### config.mk
export PLATFORM = sky130hd
export DESIGN_NAME = nibble_packer_flat
export DESIGN_NICKNAME = d
export VERILOG_FILES = /design/src/rtl/nibble_packer_pkg.sv /design/src/rtl/nibble_packer_if.sv /design/src/rtl/nibble_packer_sync_fifo.sv /design/src/rtl/nibble_packer.sv /design/src/flat_wrapper.sv
export SDC_FILE = /design/constraint.sdc
export NUM_CORES = 1
export LEC_CHECK = 0
export BUFFER_PORTS_ARGS = -buffer_cell sky130_fd_sc_hd__buf_2
export CORE_MARGIN = 8
export CORE_UTILIZATION = 30
export DETAILED_ROUTE_END_ITERATION = 6
export SLEW_MARGIN = 20
export SYNTH_ARGS = -nofsm -noshare
export SYNTH_HDL_FRONTEND = slang
export SYNTH_SLANG_ARGS = --single-unit
### constraint.sdc
create_clock -name clk -period 3.1 [get_ports clk]
set_clock_uncertainty 0.15 [all_clocks]
set_input_delay 0 -clock clk [delete_from_list [all_inputs] [get_ports clk]]
set_output_delay 0 -clock clk [all_outputs]
set_load 0.03 [all_outputs]
### src/rtl/nibble_packer_pkg.sv
`default_nettype none
// ============================================================================
// Module   : packer_pkg
// Brief    : Shared types and helpers for the nibble packer.
// Revision : 1.0 - initial release
// ============================================================================
package packer_pkg;

    typedef enum logic [0:0] {
        EMPTY = 1'b0,
        FILL  = 1'b1
    } state_t;

    localparam int MAX_WIDTH = 1024;

    // Legal when beats tile the word exactly and at least two beats are needed.
    function automatic bit ratio_ok(input int width, input int in_width);
        return (in_width > 0) && (width % in_width == 0) && (width / in_width >= 2);
    endfunction

    // Ones over the slot that beat number beat_idx occupies in the word.
    function automatic logic [MAX_WIDTH-1:0] slot_mask(input int beat_idx, input int in_width);
        logic [MAX_WIDTH-1:0] ones;
        ones = (MAX_WIDTH'(1) << in_width) - MAX_WIDTH'(1);
        return ones << (beat_idx * in_width);
    endfunction

endpackage
`default_nettype wire

### src/rtl/nibble_packer_if.sv
`default_nettype none
// ============================================================================
// Module   : nibble_packer_if
// Brief    : Beat input and word output handshake bundle for nibble_packer.
// Revision : 1.0 - initial release
// ============================================================================
interface nibble_packer_if #(
    parameter int WIDTH    = 8,
    parameter int IN_WIDTH = 4,
    parameter int DEPTH    = 4
);
    logic                       in_valid;
    logic                       in_ready;
    logic [IN_WIDTH-1:0]        in_data;
    logic                       in_last;
    logic                       out_valid;
    logic                       out_ready;
    logic [WIDTH-1:0]           out_data;
    logic                       out_partial;
    logic [$clog2(DEPTH+1)-1:0] count;

    modport master (
        output in_valid, in_data, in_last, out_ready,
        input  in_ready, out_valid, out_data, out_partial, count
    );

    modport slave (
        input  in_valid, in_data, in_last, out_ready,
        output in_ready, out_valid, out_data, out_partial, count
    );
endinterface
`default_nettype wire

### src/rtl/nibble_packer_sync_fifo.sv
`default_nettype none
// ============================================================================
// Module   : sync_fifo
// Brief    : Single-clock FIFO with registered head; any DEPTH >= 2.
// Revision : 1.0 - initial release
// ============================================================================
module sync_fifo #(
    parameter int WIDTH = 9,
    parameter int DEPTH = 4
) (
    input  wire logic                       clk,
    input  wire logic                       reset,
    input  wire logic                       push,
    input  wire logic [WIDTH-1:0]           push_data,
    input  wire logic                       pop,
    output logic      [WIDTH-1:0]           pop_data,
    output logic      [$clog2(DEPTH+1)-1:0] count
);
    localparam int PTR_W = $clog2(DEPTH);
    localparam int CNT_W = $clog2(DEPTH+1);

    logic [WIDTH-1:0] mem [DEPTH];
    logic [PTR_W-1:0] wr_ptr;
    logic [PTR_W-1:0] rd_ptr;
    logic             do_push;
    logic             do_pop;

    assign do_push  = push && (count != CNT_W'(DEPTH));
    assign do_pop   = pop  && (count != '0);
    assign pop_data = mem[rd_ptr];

    // Explicit wrap so non-power-of-two depths work.
    function automatic logic [PTR_W-1:0] next_ptr(input logic [PTR_W-1:0] ptr);
        return (ptr == PTR_W'(DEPTH-1)) ? '0 : ptr + 1'b1;
    endfunction

    always_ff @(posedge clk) begin
        if (reset) begin
            wr_ptr <= '0;
            rd_ptr <= '0;
            count  <= '0;
            for (int i = 0; i < DEPTH; i++) begin
                mem[i] <= '0;
            end
        end else begin
            if (do_push) begin
                mem[wr_ptr] <= push_data;
                wr_ptr      <= next_ptr(wr_ptr);
            end
            if (do_pop) begin
                rd_ptr <= next_ptr(rd_ptr);
            end
            case ({do_push, do_pop})
                2'b10:   count <= count + 1'b1;
                2'b01:   count <= count - 1'b1;
                default: count <= count;
            endcase
        end
    end
endmodule
`default_nettype wire

### src/rtl/nibble_packer.sv
`default_nettype none
// ============================================================================
// Module   : nibble_packer
// Brief    : Packs IN_WIDTH-bit beats little-endian into WIDTH-bit words, FIFO out.
// Revision : 1.0 - initial release
// ============================================================================
module nibble_packer
    import packer_pkg::*;
#(
    parameter int               WIDTH    = 8,
    parameter int               IN_WIDTH = 4,
    parameter int               DEPTH    = 4,
    parameter logic [WIDTH-1:0] INIT_VAL = 8'hFF
) (
    input wire logic       clk,
    input wire logic       reset,
    nibble_packer_if.slave bus
);
    localparam int RATIO = WIDTH / IN_WIDTH;
    localparam int IDX_W = (RATIO > 1) ? $clog2(RATIO) : 1;
    localparam int CNT_W = $clog2(DEPTH+1);

    generate
        if (!ratio_ok(WIDTH, IN_WIDTH)) begin : g_bad_ratio
            $error("nibble_packer: WIDTH must be a multiple of IN_WIDTH with WIDTH/IN_WIDTH >= 2");
        end
        if (DEPTH < 2) begin : g_bad_depth
            $error("nibble_packer: DEPTH must be >= 2");
        end
    endgenerate

    state_t               state;
    state_t               state_next;
    logic [IDX_W-1:0]     beat_idx;
    logic [WIDTH-1:0]     acc;
    logic [CNT_W-1:0]     count;
    logic                 accept;
    logic                 is_final;
    logic                 push;
    logic                 partial;
    logic [MAX_WIDTH-1:0] mask_wide;
    logic [WIDTH-1:0]     mask;
    logic [WIDTH-1:0]     beat_shifted;
    logic [WIDTH-1:0]     merged;
    logic [WIDTH:0]       head;

    // in_ready looks only at stored occupancy, never at out_ready.
    assign bus.in_ready = !reset && (count != CNT_W'(DEPTH));
    assign accept       = bus.in_valid && bus.in_ready;
    assign is_final     = (beat_idx == IDX_W'(RATIO-1)) || bus.in_last;

    assign mask_wide    = slot_mask(int'(beat_idx), IN_WIDTH);
    assign mask         = mask_wide[WIDTH-1:0];
    assign beat_shifted = {{(WIDTH-IN_WIDTH){1'b0}}, bus.in_data} << (int'(beat_idx) * IN_WIDTH);
    assign merged       = (acc & ~mask) | (beat_shifted & mask);

    always_comb begin
        state_next = state;
        push       = 1'b0;
        partial    = 1'b0;
        case (state)
            EMPTY: begin
                if (accept) begin
                    if (is_final) begin
                        push    = 1'b1;
                        partial = bus.in_last && (beat_idx != IDX_W'(RATIO-1));
                    end else begin
                        state_next = FILL;
                    end
                end
            end
            FILL: begin
                if (accept && is_final) begin
                    push       = 1'b1;
                    partial    = bus.in_last && (beat_idx != IDX_W'(RATIO-1));
                    state_next = EMPTY;
                end
            end
            default: state_next = EMPTY;
        endcase
    end

    always_ff @(posedge clk) begin
        if (reset) begin
            state    <= EMPTY;
            beat_idx <= '0;
            acc      <= INIT_VAL;
        end else begin
            state <= state_next;
            if (accept) begin
                if (is_final) begin
                    beat_idx <= '0;
                    acc      <= INIT_VAL;
                end else begin
                    beat_idx <= beat_idx + 1'b1;
                    acc      <= merged;
                end
            end
        end
    end

    sync_fifo #(
        .WIDTH (WIDTH + 1),
        .DEPTH (DEPTH)
    ) u_fifo (
        .clk       (clk),
        .reset     (reset),
        .push      (push),
        .push_data ({partial, merged}),
        .pop       (bus.out_valid && bus.out_ready),
        .pop_data  (head),
        .count     (count)
    );

    assign bus.out_valid   = (count != '0);
    assign bus.out_data    = head[WIDTH-1:0];
    assign bus.out_partial = head[WIDTH];
    assign bus.count       = count;
endmodule
`default_nettype wire

### src/flat_wrapper.sv
// flat-port wrapper written by rule: the top's interface ports become plain ports
module nibble_packer_flat import packer_pkg::*;
#(
    parameter int               WIDTH    = 8,
    parameter int               IN_WIDTH = 4,
    parameter int               DEPTH    = 4,
    parameter logic [WIDTH-1:0] INIT_VAL = 8'hFF
)
  (clk, reset, bus_in_valid, bus_in_data, bus_in_last, bus_out_ready, bus_in_ready, bus_out_valid, bus_out_data, bus_out_partial, bus_count);
  nibble_packer_if #(.WIDTH(WIDTH), .IN_WIDTH(IN_WIDTH), .DEPTH(DEPTH)) bus_i ();
  input wire logic clk;
  input wire logic reset;
  input wire logic [$bits(bus_i.in_valid)-1:0] bus_in_valid;
  input wire logic [$bits(bus_i.in_data)-1:0] bus_in_data;
  input wire logic [$bits(bus_i.in_last)-1:0] bus_in_last;
  input wire logic [$bits(bus_i.out_ready)-1:0] bus_out_ready;
  output wire logic [$bits(bus_i.in_ready)-1:0] bus_in_ready;
  output wire logic [$bits(bus_i.out_valid)-1:0] bus_out_valid;
  output wire logic [$bits(bus_i.out_data)-1:0] bus_out_data;
  output wire logic [$bits(bus_i.out_partial)-1:0] bus_out_partial;
  output wire logic [$bits(bus_i.count)-1:0] bus_count;
  assign bus_i.in_valid = bus_in_valid;
  assign bus_i.in_data = bus_in_data;
  assign bus_i.in_last = bus_in_last;
  assign bus_i.out_ready = bus_out_ready;
  assign bus_in_ready = bus_i.in_ready;
  assign bus_out_valid = bus_i.out_valid;
  assign bus_out_data = bus_i.out_data;
  assign bus_out_partial = bus_i.out_partial;
  assign bus_count = bus_i.count;
  nibble_packer #(.WIDTH(WIDTH), .IN_WIDTH(IN_WIDTH), .DEPTH(DEPTH), .INIT_VAL(INIT_VAL)) u_core (.clk(clk), .reset(reset), .bus(bus_i));
endmodule
==> impl_metrics.csv <==
group,metric,value,unit
status,status,"complete, no violations",
setup_path,rrSetupSlack,0.49,ns
global_route,grt_max_degree,24,
timing,maxSlewHeadroom,54.8,%
die,die_h,105,µm
route,wl,5.03,mm
route,via_count,1472,
pwr,peakVddDrop,409,µV
timing,worst_slew_pin_slew,0.677,ns
logic_synthesis,avgSynthCellArea,12.9,µm²
hold_path,hold_class,"primary input to flip-flop",
cells_and_area,area_growth,15.1,%
logic_synthesis,synthCells,185,
setup_path,r2r_cells,9,
global_route,grt_pass1_wl,8.25,mm
route,routed_via_density,4.66,
setup_path,critPathMaxFanout,23,
logic_synthesis,synth_top_family_by_area,"simple AND/OR/NAND/NOR gates",
clock_network,cts_max_path_buffers,2,
logic_synthesis,synth-compound-area-share,2.77,%
setup_path,worstSetupEndpoint,"u_core.u_fifo.count[2]",
logic_synthesis,ys_seq_area_share,60.3,%
logic_synthesis,synth_simple_gate_area_share,17.7,%
die,start_util,30.9,%
clock_network,cts_tree,"done",
setup_path,critical_path_class,"primary input to flip-flop",
logic_synthesis,synth_xor_area_share,0.733,%
clock_network,cts_max_level,2,
cells_and_area,final_common_cell,"nor2_1",
die,die_area,0.0111,mm²
placed_design,place_hpwl,3.44,mm
setup_path,r2r-start,"u_core.u_fifo.count[2]",
timing,hold_viol_final,0,
timing,period_needed,2.64,ns
pwr,pwr_density_cell,637,mW/mm²
global_route,grt_pass1_vias,1534,
die,coreArea,0.00773,mm²
route,postRouteAntennaNets,0,
logic_synthesis,synth-seq-cells,54,
clock_network,cts_buffers,5,
cells_and_area,diodes,0,
setup_path,cp-startpoint,"reset",
setup_path,end_kind,"flip-flop",
timing,setup_viol,0,
die,die_w,105,µm
die,ios,23,
setup_path,start_kind,"primary input",
timing,setup-tns-final,0,ns
timing,fmax,378,MHz
route,drc_errors,0,
timing,rsz0062_at_grt,"no",
clock_network,numClockSinks,54,
logic_synthesis,synthDistinctLibCells,34,
route,firstDrtPassIters,5,
cells_and_area,nFillCells,760,
logic_synthesis,synth-adder-area-share,2.41,%
logic_synthesis,synth_nets,198,
timing,drv_slew,0,
clock_network,cts_resized,0,
setup_path,required,3.18,ns
pwr,total_leakage_power,1.08,nW
global_route,grt.total_usage,9.34,%
route,first_iter_violations,51,
run,maxCapViolCount,0,
route,wl_per_cell,15.9,µm
clock_network,clk_latency,0.30,ns
setup_path,crit_chain,"dlygate4sd3_1 > buf_2 > nand2b_1 > nor3_4 > inv_2 > ha_1 > inv_1 > fa_1 > xor2_1 > or3_1 > a21oi_1",
placed_design,port_buffers,22,
setup_path,arrival,2.72,ns
die,rows,32,
pwr,fin_total_pwr,1.75,mW
cells_and_area,layout_common_cells,"nor2_1, edfxtp_1, buf_2",
setup_path,rr_endpoint,"u_core.u_fifo.count[2]",
logic_synthesis,ys_warn_count,0,
global_route,antenna_found_initial,0,
setup_path,cpPeakStageDelay,0.52,ns
timing,layout_worst_path_cycle_share,85.2,%
clock_network,cts_root_buf,"clkbuf_8",
placed_design,gp_congestion,0.757,
cells_and_area,drive_above_1_share,25.2,%
setup_path,crit_path_top_delay_cell,"dlygate4sd3_1",
global_route,grt_overflow,0,
logic_synthesis,netlist_area,0.00239,mm²
clock_network,clkSlewWorstSetupHoldPaths,0.09,ns
logic_synthesis,synth.area.mux_share,13.3,%
cells_and_area,fin_nets,226,
-- metal layers --
layer / share of wire [%] / track usage, % / vias up
met3: 3.9 / 2.25 / 4
met2: 46 / 14.9 / 30
li1: - / - / 723
met5: 0 / 0 / -
met1: 49 / 12.6 / 715
met4: 0.68 / 1.83 / 0
-- worst max-delay path: cells and delay by family --
kind,cells,cell delay [ns]
adders and majority gates,2,0.60
AOI/OAI and AO/OA,1,0.14
xor gates and xnor gates,1,0.16
buffers and inverters,4,1.14
and+or+nand+nor,3,0.70
-- where the power goes --
part / internal, mW / switching, mW / total [mW]
sequential: 0.831 / 0.0784 / 0.909
combinational: 0.185 / 0.274 / 0.459
clock: 0.160 / 0.223 / 0.383
total: 1.18 / 0.575 / 1.75
-- layout make-up --
class                   instances  area [µm²]  area share [%]
well taps                     102         128            4.64
clock buffers                   6        72.6            2.64
clock inverters                 2        13.8           0.500
flip-flops and latches         54        1440            52.4
repair buffers                 30         190            6.91
multi-input cells             116         883            32.1
inverters                       6        22.5           0.819
-- synthesized netlist by cell type --
master | n | area (µm²)
nor4_1 | 4 | 25.0
nor3_1 | 1 | 5.00
a31o_2 | 1 | 8.76
mux4_2 | 9 | 203
nor2_1 | 44 | 165
xor2_1 | 2 | 17.5
nor3b_4 | 1 | 18.8
buf_6 | 1 | 11.3
nand3_1 | 1 | 5.00
dfxtp_1 | 18 | 360
nand2_1 | 2 | 7.51
buf_2 | 2 | 10.0
or3b_2 | 1 | 8.76
mux2_2 | 1 | 11.3
edfxtp_1 | 36 | 1080
nand4b_1 | 1 | 8.76
or2_2 | 1 | 6.26
ha_1 | 3 | 37.5
inv_1 | 5 | 18.8
nor2b_1 | 7 | 43.8
nor3_4 | 1 | 16.3
nand4_2 | 3 | 37.5
buf_1 | 2 | 7.51
or3_1 | 2 | 12.5
mux2_4 | 1 | 15.0
clkbuf_1 | 4 | 15.0
inv_2 | 1 | 3.75
fa_1 | 1 | 20.0
nand2b_1 | 4 | 25.0
o31ai_1 | 1 | 7.51
or3_2 | 5 | 37.5
a21oi_1 | 8 | 40.0
mux2i_1 | 9 | 90.1
o21ai_0 | 2 | 10.0
-- cell families after synthesis --
| kind of cell | Yosys count |
|---|---|
| and+or+nand+nor | 78 |
| adders and majority gates | 4 |
| buffers and inverters | 15 |
| muxes | 20 |
| AOI/OAI and AO/OA | 12 |
| xor gates and xnor gates | 2 |
| DFF | 54 |
-- worst min-delay path by stage --
stage	startpoint	to	slack (ns)	cells after the start
after floorplan	bus_in_data[0]	u_core.acc[0]	0.004	2
after global placement	bus_in_data[3]	u_core.acc[3]	0.16	3
after detailed placement	bus_in_data[3]	u_core.acc[3]	0.18	3
after CTS	bus_in_valid	u_core.acc[1]	0.07	4
after global routing	bus_in_valid	u_core.acc[3]	0.12	4
final	bus_in_valid	u_core.acc[1]	0.08	4
-- what timing repair did --
action	in CTS	in global routing
hold buffers	8	0
endpoints found under the hold margin	10	0
setup buffers	0	0
-- flip-flops by register name, indices dropped and copies added, names as in the netlist, named ones only --
register / flops
u_core.u_fifo.count: 3
u_core.beat_idx: 1
u_core.u_fifo.wr_ptr: 2
u_core.u_fifo.mem: 36
u_core.u_fifo.rd_ptr: 2
u_core.acc: 8
-- metrics by stage --
stage / worst slack, ns / cells / util, % / hold slack, ns / instance area, µm²
2_1_floorplan: 0.518 / 185 / - / 0.00431 / 2390
3_3_place_gp: 0.594 / 300 / 33.5 / 0.163 / 2580
3_5_place_dp: 0.533 / 300 / 33.5 / 0.183 / 2580
4_1_cts: 0.468 / 316 / 35.6 / 0.0748 / 2750
5_1_grt: 0.284 / 316 / 35.6 / 0.121 / 2750
6_report: 0.458 / 316 / 35.6 / 0.0829 / 2750
Power figures use the tool's default switching activity.
